--- src/rtl/riscv_pkg.sv ---
// Shared RV32I core constants: datapath width, reset PC and the pipeline bubble
// instruction used by fetch, decode and the hazard unit.
package riscv_pkg;

    localparam int          XLEN      = 32;
    localparam logic [31:0] RESET_PC  = 32'h0000_0000;
    localparam logic [31:0] NOP_INSTR = 32'h0000_0013;  // addi x0,x0,0
    localparam logic [31:0] PC_STEP   = 32'h0000_0004;

endpackage

--- src/rtl/fetch_stage_if.sv ---
// Instruction-memory port of the fetch stage: address out, combinational word back.
interface fetch_stage_if #(
    parameter int XLEN = riscv_pkg::XLEN
);

    logic [XLEN-1:0] imem_addr;
    logic [31:0]     imem_rdata;

    modport master (output imem_addr, input  imem_rdata);
    modport slave  (input  imem_addr, output imem_rdata);

endinterface

--- src/rtl/pipe_reg_enc.sv ---
// Pipeline flop with async reset, synchronous clear and load enable.
// Clear outranks enable so a flush always wins over a stall.
module pipe_reg_enc #(
    parameter int               WIDTH     = 32,
    parameter logic [WIDTH-1:0] RESET_VAL = {WIDTH{1'b0}},
    parameter logic [WIDTH-1:0] CLEAR_VAL = {WIDTH{1'b0}}
) (
    input  logic             clk,
    input  logic             rst,
    input  logic             en,
    input  logic             clr,
    input  logic [WIDTH-1:0] d,
    output logic [WIDTH-1:0] q
);

    // State update: reset, then clear, then enabled load, else hold.
    always_ff @(posedge clk or posedge rst) begin
        if (rst) begin
            q <= RESET_VAL;
        end else if (clr) begin
            q <= CLEAR_VAL;
        end else if (en) begin
            q <= d;
        end else begin
            q <= q;
        end
    end

endmodule

--- src/rtl/fetch_stage.sv ---
// IF stage and IF/ID register of the 5-stage RV32I core: PC register, next-PC
// selection (sequential or E-stage redirect) and the decode-side latch.
module fetch_stage
    import riscv_pkg::*;
#(
    parameter int              XLEN      = riscv_pkg::XLEN,
    parameter logic [XLEN-1:0] RESET_PC  = XLEN'(riscv_pkg::RESET_PC),
    parameter logic [31:0]     NOP_INSTR = riscv_pkg::NOP_INSTR
) (
    input  logic                clk,
    input  logic                reset,
    input  logic                stallf,
    input  logic                stalld,
    input  logic                flushd,
    input  logic                pcsrce,
    input  logic                pcjalsrce,
    input  logic [XLEN-1:0]     pctargete,
    input  logic [XLEN-1:0]     aluresulte,
    fetch_stage_if.master       imem,
    output logic [XLEN-1:0]     pcf,
    output logic [31:0]         instrd,
    output logic [XLEN-1:0]     pcd,
    output logic [XLEN-1:0]     pcplus4d,
    output logic                validd
);

    localparam int               IFID_W      = 1 + 32 + 2 * XLEN;
    localparam logic [IFID_W-1:0] IFID_BUBBLE = {1'b0, NOP_INSTR, {XLEN{1'b0}}, {XLEN{1'b0}}};

    logic [XLEN-1:0]   pcplus4f;
    logic [XLEN-1:0]   jtarget;
    logic [XLEN-1:0]   pcnextf;
    logic              pc_en;
    logic              ifid_en;
    logic [IFID_W-1:0] ifid_d;
    logic [IFID_W-1:0] ifid_q;

    // Wraps silently at the top of the address space; JALR drops bit 0 only,
    // so a misaligned bit 1 reaches the PC untouched.
    assign pcplus4f = pcf + XLEN'(PC_STEP);
    assign jtarget  = pcjalsrce ? {aluresulte[XLEN-1:1], 1'b0} : pctargete;
    assign pcnextf  = pcsrce ? jtarget : pcplus4f;

    // A redirect must land even while the hazard unit is stalling fetch.
    assign pc_en   = ~stallf | pcsrce;
    assign ifid_en = ~stalld;
    assign ifid_d  = {1'b1, imem.imem_rdata, pcf, pcplus4f};

    assign imem.imem_addr = pcf;

    pipe_reg_enc #(
        .WIDTH     (XLEN),
        .RESET_VAL (RESET_PC),
        .CLEAR_VAL (RESET_PC)
    ) u_pc_reg (
        .clk (clk),
        .rst (reset),
        .en  (pc_en),
        .clr (1'b0),
        .d   (pcnextf),
        .q   (pcf)
    );

    pipe_reg_enc #(
        .WIDTH     (IFID_W),
        .RESET_VAL (IFID_BUBBLE),
        .CLEAR_VAL (IFID_BUBBLE)
    ) u_ifid_reg (
        .clk (clk),
        .rst (reset),
        .en  (ifid_en),
        .clr (flushd),
        .d   (ifid_d),
        .q   (ifid_q)
    );

    assign {validd, instrd, pcd, pcplus4d} = ifid_q;

endmodule

--- src/flat_wrapper.sv ---
// flat-port wrapper written by rule: the top's interface ports become plain ports
module fetch_stage_flat import riscv_pkg::*;
#(
    parameter int              XLEN      = riscv_pkg::XLEN,
    parameter logic [XLEN-1:0] RESET_PC  = XLEN'(riscv_pkg::RESET_PC),
    parameter logic [31:0]     NOP_INSTR = riscv_pkg::NOP_INSTR
)
  (clk, reset, stallf, stalld, flushd, pcsrce, pcjalsrce, pctargete, aluresulte, pcf, instrd, pcd, pcplus4d, validd, imem_imem_addr, imem_imem_rdata);
  fetch_stage_if #(.XLEN(XLEN)) imem_i ();
  input  logic clk;
  input  logic reset;
  input  logic stallf;
  input  logic stalld;
  input  logic flushd;
  input  logic pcsrce;
  input  logic pcjalsrce;
  input  logic [XLEN-1:0] pctargete;
  input  logic [XLEN-1:0] aluresulte;
  output logic [XLEN-1:0] pcf;
  output logic [31:0] instrd;
  output logic [XLEN-1:0] pcd;
  output logic [XLEN-1:0] pcplus4d;
  output logic validd;
  output wire logic [$bits(imem_i.imem_addr)-1:0] imem_imem_addr;
  input wire logic [$bits(imem_i.imem_rdata)-1:0] imem_imem_rdata;
  assign imem_imem_addr = imem_i.imem_addr;
  assign imem_i.imem_rdata = imem_imem_rdata;
  fetch_stage #(.XLEN(XLEN), .RESET_PC(RESET_PC), .NOP_INSTR(NOP_INSTR)) u_core (.clk(clk), .reset(reset), .stallf(stallf), .stalld(stalld), .flushd(flushd), .pcsrce(pcsrce), .pcjalsrce(pcjalsrce), .pctargete(pctargete), .aluresulte(aluresulte), .imem(imem_i), .pcf(pcf), .instrd(instrd), .pcd(pcd), .pcplus4d(pcplus4d), .validd(validd));
endmodule
--- config.mk ---
export PLATFORM = sky130hd
export DESIGN_NAME = fetch_stage_flat
export DESIGN_NICKNAME = d
export VERILOG_FILES = /design/src/rtl/riscv_pkg.sv /design/src/rtl/fetch_stage_if.sv /design/src/rtl/pipe_reg_enc.sv /design/src/rtl/fetch_stage.sv /design/src/flat_wrapper.sv
export SDC_FILE = /design/constraint.sdc
export NUM_CORES = 1
export LEC_CHECK = 0
export ABC_AREA = 1
export BUFFER_PORTS_ARGS = -buffer_cell sky130_fd_sc_hd__buf_4
export CORE_ASPECT_RATIO = 0.9
export CORE_UTILIZATION = 30
export DETAILED_ROUTE_END_ITERATION = 10
export MAX_ROUTING_LAYER = met4
export PLACE_DENSITY = 0.53
export SYNTH_ARGS = -nofsm -noshare
export SYNTH_HDL_FRONTEND = slang
export SYNTH_SLANG_ARGS = --single-unit
--- constraint.sdc ---
create_clock -name clk -period 3.55 [get_ports clk]
set_input_delay 0 -clock clk [delete_from_list [all_inputs] [get_ports clk]]
set_output_delay 0 -clock clk [all_outputs]
set_load 0.1 [all_outputs]
======== After elaboration in Yosys (flattened, before gate mapping) ========
Cells that the tools add are included.
operators by class
  multiplexer cells ....................... 4
  bitwise gates (word level) .............. 2
  add/subtract/negate cells ............... 1
  equal/unequal tests ..................... 1
operators by type and width
  operator               number
  $mux 97                2
  $mux 32                2
  $add 32x3->32 const B  1
  $ne 2x1->1 const B     1
  $not 1->1              1
  $or 1x1->1             1
storage, ports and cells
  word-level logic and storage cells ...... 10
  register bits ........................... 129
  input bits .............................. 103
  output and inout bits ................... 161

======== Depth between registers and ports, before layout ========
Gate-level depths: netlist (run 1).
  depth after elaboration ................. 3
  gate-level depth with buffers ........... 10
  mapped depth without buffers ............ 10

======== By module ========
Synthesis (run 1) repeated with hierarchy kept, for this count alone.
unflattened totals
  cell total of the unflattened synthesis .. 931
  area, all modules ....................... 6947.9 µm²
by module, submodules not included
  module                             area an instance (µm²)  sequential area each (µm²)  cells each  times used
  pipe_reg_enc at u_core.u_ifid_reg  3816.2                  2431.1                      422         1
  fetch_stage                        1808.0                  0.0                         368         1
  pipe_reg_enc at u_core.u_pc_reg    1323.8                  800.8                       141         1

======== Worst setup path after synthesis (run 1) ========
No wires, ideal clock.
  path type ............................... flip-flop to flip-flop
  from .................................... reg u_core.u_pc_reg.q[3]
  to ...................................... reg u_core.u_pc_reg.q[26]
  library setup time ...................... 0.124 ns
  stages on the path, launching flop included .. 11
  path slack .............................. 1.307 ns
  path buffers ............................ 0
  clock period less this slack ............ 2.243 ns
  data required time ...................... 3.426 ns
  arrival ................................. 2.120 ns
  cell sequence ........................... dfrtp_1 ha_1 nand2_2 nor2_4 nand2_4 nor2_4 nand2_1 nand2_1 nand2_1 nand2_1 a21oi_1
between the ends
  cells in the longest elaborated chain, start to end .. 2
ends and longest elaborated chain
  element                   RTL line            source
  start: declaration        pipe_reg_enc.sv:13  output logic [WIDTH-1:0] q
  start signal: assignment  pipe_reg_enc.sv:25  q <= q;
  $add 32x3->32             fetch_stage.sv:40   assign pcplus4f = pcf + XLEN'(PC_STEP);
  $mux 32                   fetch_stage.sv:42   assign pcnextf = pcsrce ? jtarget : pcplus4f;
Every way passes these cells.
A chain may end at the register's enable or synchronous reset.

======== Worst setup path after layout (run 1) ========
  from .................................... in pcjalsrce
  to ...................................... reg u_core.u_pc_reg.q[3]
between the ends
  cells in the longest elaborated chain, start to end .. 2
ends and longest elaborated chain
  element             RTL line            source
  start: declaration  flat_wrapper.sv:16  input logic pcjalsrce;
  $mux 32             fetch_stage.sv:41   assign jtarget = pcjalsrce ? {aluresulte[XLEN-1:1], 1'b0} : pctargete;
  $mux 32             fetch_stage.sv:42
Every way passes these cells.

==> results.yml, run 1 <==
detailed_routing:
  drc: 0
  routed_via_density: 4.56
  drt_iter0_drc: 305
  wirelength_mm: 22.1
  antenna_left: 0
  drt_first_pass_iters: 5
  wl_per_cell_um: 16.4
  vias: 6166
synthesis:
  yosys.area.top_type_share_pct: 49.3
  synth_cell_types: 27
  synth.avg_cell_area_um2: 8.23
  ys_seq_area_share_pct: 50.6
  synth_fp_nets: 869
  synth_area_mm2: 0.00629
  yosysMostFrequentCell: "nand2_1"
  synth_area_leader_cell: "dfrtp_1"
  syn_inst: 765
  synth_common_cells: "257 x nand2_1, 124 x dfrtp_1, 68 x nor2_1, 49 x o21ai_0"
  synth_edf_count: 0
  synth.area.top_cells: "dfrtp_1 49%, nand2_1 15%, a22o_1 5.4%"
  synth_seq_cells: 127
  yosysWarnings: 0
  async_flop_share_pct: 100
  synthFlopType: "dfrtp_1"
timing:
  post-route-min-period_ps: 2160
  slew_headroom_pct: 21.5
  setup_viol: 0
  fin_skew_ps: 10.6
  hold_ws_ps: -1.76
  fin_ws_ps: 1390
  max_freq_mhz: 463
  finalHoldViolations: 1
  period_share_pct: 60.9
  drv_slew: 0
  rsz0062_at_grt: "no"
  tightest_slew_ps: 1180
  tns_ps: 0
grt:
  grt_pass1_wl_mm: 34.2
  grt_pass1_vias: 6010
  track_usage_pct: 21.5
  grt_max_degree: 114
  antenna_found_initial: 0
  overflow: 0
final_layout:
  area_growth_pct: 52.7
  layout.nets: 1163
  fin_area_mm2: 0.00961
  drive_gt1_share_pct: 31.1
  instances_no_fill: 1352
  diodes: 0
  multiInputGateArea_mm2: 0.00258
  fillers: 2023
  seq_area_mm2: 0.00318
power_and_ir_drop:
  p_leak_nw: 4.89
  switchingPower_mw: 2.64
  ir_drop_mv: 0.303
  p_sw_share_pct: 46.5
  p_int_mw: 3.04
  p_per_area_mw_per_mm2: 592
  seq_power_share_pct: 30.6
  pwr-share-clk_pct: 29.6
  p_comb_share_pct: 39.8
placement:
  dp.final_hpwl_mm: 14.9
  placedCellCount: 1243
  placed_cell_area_mm2: 0.00828
  pre_cts_slack_ps: 1500
  gp_congestion: 0.769
  portBuffers: 262
clocking:
  post-cts-setup-buffer-count: 0
  cts.root.buffer_cell: "clkbuf_16"
  clk_latency_ps: 420
  cts_buffers: 17
  cts_resized: 0
  tritoncts: "yes"
  cts_buffer_depth: 2
  path_clk_slew_ps: 70
  htree_num_levels: 4
  cts.sinks: 127
die:
  fp.dieH_um: 139
  top_level_ports: 264
  initial_core_util_pct: 31.0
  die_w_um: 155
  row_count: 49
  coreArea_mm2: 0.0203
  die-area_mm2: 0.0216
outcome:
  status: "finished with violations"
  violations: "hold timing"
setup_path:
  cp.arrival_ps: 2470
  cp_max_fo: 32
  cp-start-kind: "input pin"
  crit_type: "in2reg"
  cp.required_ps: 3860
  end_kind: "register"
  r2r_setup_slack_ps: 1710
hold_path:
  hold_class: "in2reg"
run:
  drv_cap: 0
[sequential cells by signal, summed over array words and instances, names as in the netlist]
register,cells
u_core.u_ifid_reg.q,95
u_core.u_pc_reg.q,32
[worst max-delay path: stages]
cell and delay, ps:
buf_4 380, inv_1 270, buf_4 320, o21ai_0 210, dlygate4sd3_1 580, a22oi_1 70, dlygate4sd3_1 600
[final timing paths]
path / from / endpoint / depth (start not counted)
setup / recovery: pcjalsrce / u_core.u_pc_reg.q[3] / 7
hold / removal: pctargete[19] / u_core.u_pc_reg.q[19] / 5
setup reg to reg: u_core.u_pc_reg.q[2] / u_core.u_pc_reg.q[16] / 8
hold reg to reg: u_core.u_ifid_reg.q[45] / u_core.u_ifid_reg.q[45] / 2
max in group asynchronous: reset / u_core.u_ifid_reg.q[66] / 4
min in group asynchronous: reset / u_core.u_ifid_reg.q[87] / 3
[cell type report]
cell class / instances / share of cell area (%)
clock inverter: 15 / 1.42
sequential: 127 / 33.1
tap: 280 / 3.65
inverter: 39 / 1.58
clock buffer: 17 / 4.43
timing repair buffer: 345 / 29.0
multi-input combinational: 529 / 26.9
[power groups by stage]
stage | Combinational [mW] | Clock, mW | Sequential [mW]
after floorplan | 0.798 | 0 | 2.68
after global placement | 2.19 | 0 | 1.76
after detailed placement | 2.19 | 0 | 1.77
after CTS | 2.27 | 1.72 | 1.74
after global routing | 2.36 | 1.79 | 1.76
final | 2.26 | 1.68 | 1.74
[logic make-up after synthesis]
group,Yosys count,synth area share [%]
buffers and inverters,109,8.67
AND/OR/NAND/NOR,374,24.4
adder cells (fa/ha/maj),1,0.199
XOR/XNOR,15,2.33
flip-flops,127,50.6
AO/OA/AOI/OAI,139,13.8
[layout by cell type, fill, tap and decap left out, types with 3 or more instances in the layout]
cell	count
buf_4	268
nand2_1	257
dfrtp_1	124
dlygate4sd3_1	77
nor2_1	66
o21ai_0	49
a22o_1	39
a21oi_1	39
inv_1	36
nand3_1	24
clkbuf_16	17
xor2_1	11
nor2_4	9
nor2_2	8
nand2_2	6
o22ai_1	6
inv_6	5
clkinvlp_4	4
and2_1	3
o22a_1	3
clkinv_4	3
clkinv_2	3
dfstp_2	3
[routing by layer]
metal / track usage, % / wire [um] / vias to the layer above
met5: - / 0 / -
met4: 5.52 / 286 / 0
met3: 3.77 / 1130 / 20
met2: 32.0 / 10000 / 194
met1: 30.0 / 10700 / 2921
li1: - / - / 3031
[metrics by stage]
| stage | hold slack, ps | utilization (%) | total power [mW] |
|---|---|---|---|
| 6_report | -1.76 | 47.3 | 5.68 |
| 3_3_place_gp | 216 | 40.8 | 3.95 |
| 2_1_floorplan | 66.4 | - | 3.47 |
| 5_1_grt | 14.1 | 47.3 | 5.91 |
| 3_5_place_dp | 224 | 40.8 | 3.96 |
| 4_1_cts | 0.125 | 47.3 | 5.74 |
[timing repair]
| action | CTS | global route |
|---|---|---|
| endpoints found under the hold margin | 165 | 0 |
| endpoints found under the setup margin | 0 | 0 |
| hold buffers | 77 | 0 |
No activity file was read; power rests on OpenSTA's default activity.
==> inputs of run 2 (changes only) <==
ABC_AREA = 0   (was 1)
PLACE_DENSITY = 0.51   (was 0.53)
clock period = 2.2 ns   (was 3.55 ns; I/O delays follow)
==> results.yml, run 2 <==
die:
  fp.dieH_um: 143
  initial_core_util_pct: 30.7
  die_w_um: 159
  row_count: 51
  coreArea_mm2: 0.0217
  die-area_mm2: 0.0228
  top_level_ports: 264
timing:
  period_share_pct: 95.0
  tns_ps: 0
  slew_headroom_pct: 60.8
  setup_viol: 0
  rsz0062_at_grt: "no"
  fin_skew_ps: 14.2
  drv_slew: 0
  fin_ws_ps: 109
  post-route-min-period_ps: 2090
  max_freq_mhz: 478
  tightest_slew_ps: 588
  hold_ws_ps: 14.1
  finalHoldViolations: 0
final_layout:
  fillers: 2117
  largest_register_ffs: 95
  final_cell_mix: "296 x buf_4, 102 x nor2_1, 99 x dfrtp_1, 95 x dlygate4sd3_1, 72 x mux2i_1"
  final_common_cell: "buf_4"
  drive_gt1_share_pct: 37.1
  area_growth_pct: 58.1
  diodes: 0
  regMostFlops: "u_core.u_ifid_reg.q"
  fin_area_mm2: 0.0105
  layout.nets: 1103
  top_regs: "u_core.u_ifid_reg.q (95), u_core.u_pc_reg.q (32)"
detailed_routing:
  wirelength_mm: 22.6
  antenna_left: 0
  drt_iter0_drc: 266
  vias: 6342
  drt_first_pass_iters: 4
  wl_per_cell_um: 17.4
  drc: 0
  routed_via_density: 4.87
setup_path:
  cp_max_fo: 19
  r2r_setup_slack_ps: 110
  cp.arrival_ps: 2400
  cp-start-kind: "register"
  crit_type: "reg2reg"
  timing.rr.start: "u_core.u_pc_reg.q[11]"
  regToRegEndpoint: "u_core.u_ifid_reg.q[27]"
  cp.required_ps: 2510
  reg2reg_depth: 5
  end_kind: "register"
clocking:
  tritoncts: "yes"
  cts.sinks: 127
  cts_buffer_depth: 2
  path_clk_slew_ps: 60
  cts.root.buffer_cell: "clkbuf_16"
  cts_buffers: 17
  post-cts-setup-buffer-count: 0
  clk_latency_ps: 420
  htree_num_levels: 4
power_and_ir_drop:
  ir_drop_mv: 0.448
  power_mw: 9.31
  p_per_area_mw_per_mm2: 885
  p_leak_nw: 4.86
placement:
  dp.final_hpwl_mm: 15.3
  pre_cts_slack_ps: 95.1
  placed_cell_area_mm2: 0.00893
  portBuffers: 262
  gp_congestion: 0.771
grt:
  grt_max_degree: 59
  antenna_found_initial: 0
  grt_pass1_vias: 6517
  grt_pass1_wl_mm: 36.1
  overflow: 0
  track_usage_pct: 21.0
synthesis:
  yosysWarnings: 0
  synth_common_cells: "124 x dfrtp_1, 102 x nor2_1, 72 x mux2i_1, 44 x clkbuf_1, 34 x buf_4"
  yosys.area.top_type_share_pct: 46.6
  synth_fp_nets: 779
  synth_area_leader_cell: "dfrtp_1"
  synth.avg_cell_area_um2: 9.86
  synthFlopType: "dfrtp_1"
  ys_seq_area_share_pct: 47.8
  synth_edf_count: 0
  synth_area_mm2: 0.00666
  synth_seq_cells: 127
  synth_cell_types: 50
  async_flop_share_pct: 100
  synth.area.top_cells: "dfrtp_1 47%, mux2i_1 11%, nor2_1 5.8%"
  syn_inst: 675
  yosysMostFrequentCell: "dfrtp_1"
hold_path:
  hp-start: "flushd"
  hold_class: "in2reg"
  worstHoldEndpoint: "u_core.u_ifid_reg.q[90]"
  hold_path_depth: 2
outcome:
  status: "completed"
run:
  drv_cap: 0
==> run 2: cell families after synthesis <==
group	after synthesis	share of synthesized area, %
DFF	127	47.8
AOI/OAI and AO/OA	119	12.2
and+or+nand+nor	224	17.1
buffers and inverters	103	7.88
xor gates and xnor gates	25	3.29
adders and majority gates	1	0.188
muxes	76	11.5
==> run 2: worst max-delay path: stages, from the launching register on <==
cell and delay [ps]:
dfrtp_2 350, nand4_1 130, or4_4 560, buf_6 180, or4_1 490, a311oi_2 280
==> run 2: report_power, final <==
group / internal [mW] / switching [mW]
Sequential: 2.54 / 0.168
Combinational: 0.919 / 2.69
Clock: 1.89 / 1.11
==> run 2: worst max path at each step <==
stage	endpoint	slack [ps]	start
3_3_place_gp	u_core.u_ifid_reg.q[27]	140	u_core.u_pc_reg.q[2]
6_report	u_core.u_ifid_reg.q[27]	110	u_core.u_pc_reg.q[11]
3_5_place_dp	u_core.u_ifid_reg.q[27]	100	u_core.u_pc_reg.q[11]
5_1_grt	u_core.u_ifid_reg.q[27]	4	u_core.u_pc_reg.q[3]
4_1_cts	u_core.u_ifid_reg.q[27]	80	u_core.u_pc_reg.q[11]
2_1_floorplan	u_core.u_ifid_reg.q[27]	-380	u_core.u_pc_reg.q[12]
==> run 2: area by class of cell <==
cell class	count	area (um2)	area share, %
sequential	127	3210	30.5
multi-input combinational	445	2990	28.4
tap	291	364	3.46
timing repair buffer	397	3280	31.2
clock buffer	21	470	4.47
clock inverter	11	154	1.46
inverter	11	45.0	0.428
==> run 2: stage by stage <==
| stage | std cells | utilization, % |
|---|---|---|
| after floorplan | 675 | - |
| after global placement | 1176 | 41.1 |
| after CTS | 1303 | 48.4 |
| after global routing | 1303 | 48.5 |
| final | 1303 | 48.5 |
| after detailed placement | 1176 | 41.1 |
==> run 2: repair_timing <==
| item | 4_1_cts | 5_1_grt |
|---|---|---|
| endpoints found under the setup margin | 0 | 2 |
| hold buffers | 95 | 0 |
| endpoints found under the hold margin | 84 | 0 |
| resized for setup | 0 | 4 |
==> run 2: per-layer routing <==
layer / GRT usage, % / up-vias / share of wire (%)
li1: - / 3044 / -
met1: 27.8 / 3093 / 48
met2: 33.3 / 191 / 47
met3: 3.92 / 14 / 4.8
met4: 5.16 / 0 / 0.94
met5: - / - / 0
==> inputs of run 3 (changes only) <==
PLACE_DENSITY = 0.53   (was 0.51)
clock period = 1.8 ns   (was 2.2 ns; I/O delays follow)
==> results.yml, run 3 (same netlist as run 2, synthesis figures left out) <==
outcome:
  status: "finished with violations"
  violations: "setup timing"
clocking:
  path_clk_slew_ps: 60
  cts.sinks: 127
  htree_num_levels: 4
  cts_buffer_depth: 2
  clk_latency_ps: 420
  cts_buffers: 17
  tritoncts: "yes"
  cts.root.buffer_cell: "clkbuf_16"
setup_path:
  end_kind: "register"
  cp.arrival_ps: 2400
  cp-start-kind: "register"
  critPathMaxStageDelay_ps: 500
  cp_max_fo: 4
  critPathSlowestCell: "or4_4"
  crit_type: "reg2reg"
  cp_cell_sequence: "nand4_1, buf_4, or4_4, or4_1, a311oi_1"
  cp.required_ps: 2120
timing:
  slew_headroom_pct: 60.2
  finalHoldViolations: 0
  setup_viol: 13
  fin_ws_ps: -279
  hold_ws_ps: 10.1
  post-route-min-period_ps: 2080
  max_freq_mhz: 481
  drv_slew: 0
  tightest_slew_ps: 597
  rsz0062_at_grt: "yes"
  fin_skew_ps: 9.49
  period_share_pct: 115
die:
  initial_core_util_pct: 30.7
  die_w_um: 159
  coreArea_mm2: 0.0217
  top_level_ports: 264
  fp.dieH_um: 143
  die-area_mm2: 0.0228
  row_count: 51
placement:
  gp_congestion: 0.786
  dp.final_hpwl_mm: 15.4
  portBuffers: 262
power_and_ir_drop:
  p_per_area_mw_per_mm2: 1030
  p_leak_nw: 5.08
  ir_drop_mv: 0.514
grt:
  grt_pass1_wl_mm: 35.2
  overflow: 0
  grt_max_degree: 85
  track_usage_pct: 20.4
  antenna_found_initial: 0
  grt_pass1_vias: 6359
detailed_routing:
  drt_iter0_drc: 215
  vias: 6414
  antenna_left: 0
  wirelength_mm: 22.9
  drc: 0
  wl_per_cell_um: 17.2
  drt_first_pass_iters: 5
  routed_via_density: 4.81
final_layout:
  diodes: 0
  area_growth_pct: 63.3
  top_regs: "u_core.u_ifid_reg.q (95), u_core.u_pc_reg.q (32)"
  largest_register_ffs: 95
  drive_gt1_share_pct: 42.8
  final_common_cell: "buf_4"
  utilization_pct: 50.1
  layout.nets: 1134
  final_cell_mix: "331 x buf_4, 102 x nor2_1, 98 x dfrtp_1, 84 x dlygate4sd3_1, 72 x mux2i_1"
  regMostFlops: "u_core.u_ifid_reg.q"
  fillers: 2080
run:
  drv_cap: 0
hold_path:
  hold_class: "in2reg"
-- run 3: metal layers --
| layer | track usage [%] | routed length, um | share of wire [%] | vias up |
|---|---|---|---|---|
| met5 | - | 0 | 0 | - |
| met4 | 5.21 | 192 | 0.84 | 0 |
| met3 | 3.69 | 1000 | 4.4 | 14 |
| met2 | 32.2 | 10600 | 46 | 179 |
| met1 | 27.0 | 11100 | 48 | 3127 |
| li1 | - | - | - | 3094 |
-- run 3: worst max-delay path: cells and delay by family (launching register included) --
family,cells,cell delay [ps]
flops,1,360
buf+inv,1,220
compound gates,1,280
simple gates,3,1120
-- run 3: metrics by stage --
step	setup WS (ps)	total power, mW	instance area [um2]	cells	setup TNS, ps
global placement	-274	7.63	9180	1205	-1660
detailed placement	-279	7.64	9180	1205	-2100
global route	-332	11.6	10900	1334	-3580
floorplan	-777	6.64	6880	675	-14070
finish	-279	11.2	10900	1334	-2350
CTS	-236	11.3	10700	1327	-1750
-- run 3: path summary, 6_finish.rpt --
kind | slack (ps) | to | cells after the start | startpoint
max | -280 | u_core.u_ifid_reg.q[19] | 5 | u_core.u_pc_reg.q[2]
min | 10 | u_core.u_pc_reg.q[11] | 4 | pctargete[11]
max reg2reg | -280 | u_core.u_ifid_reg.q[19] | 5 | u_core.u_pc_reg.q[2]
min reg2reg | 510 | u_core.u_ifid_reg.q[2] | 2 | u_core.u_ifid_reg.q[2]
max in group asynchronous | 1050 | u_core.u_ifid_reg.q[68] | 4 | reset
min in group asynchronous | 280 | u_core.u_ifid_reg.q[37] | 4 | reset
-- run 3: final cells by class --
type                    count  area (um2)  area share, %
clock inverters            14         141           1.30
inverters                  11        45.0          0.414
multi-input cells         446        3170           29.2
clock buffers              18         439           4.04
well taps                 291         364           3.35
flip-flops and latches    127        3210           29.6
repair buffers            427        3500           32.2
-- run 3: where the power goes --
group          internal [mW]  switching [mW]  leakage, nW
logic                   1.18            3.37         3.20
clock network           2.07            1.35        0.290
registers               3.11           0.158         1.59
-- run 3: what timing repair did --
item	in CTS	in global routing
gates resized for setup	13	29
setup endpoints to repair	20	28
hold buffers	84	0
hold endpoints to repair	187	0
setup buffers	6	7
pin swaps	10	26
cloned	0	1
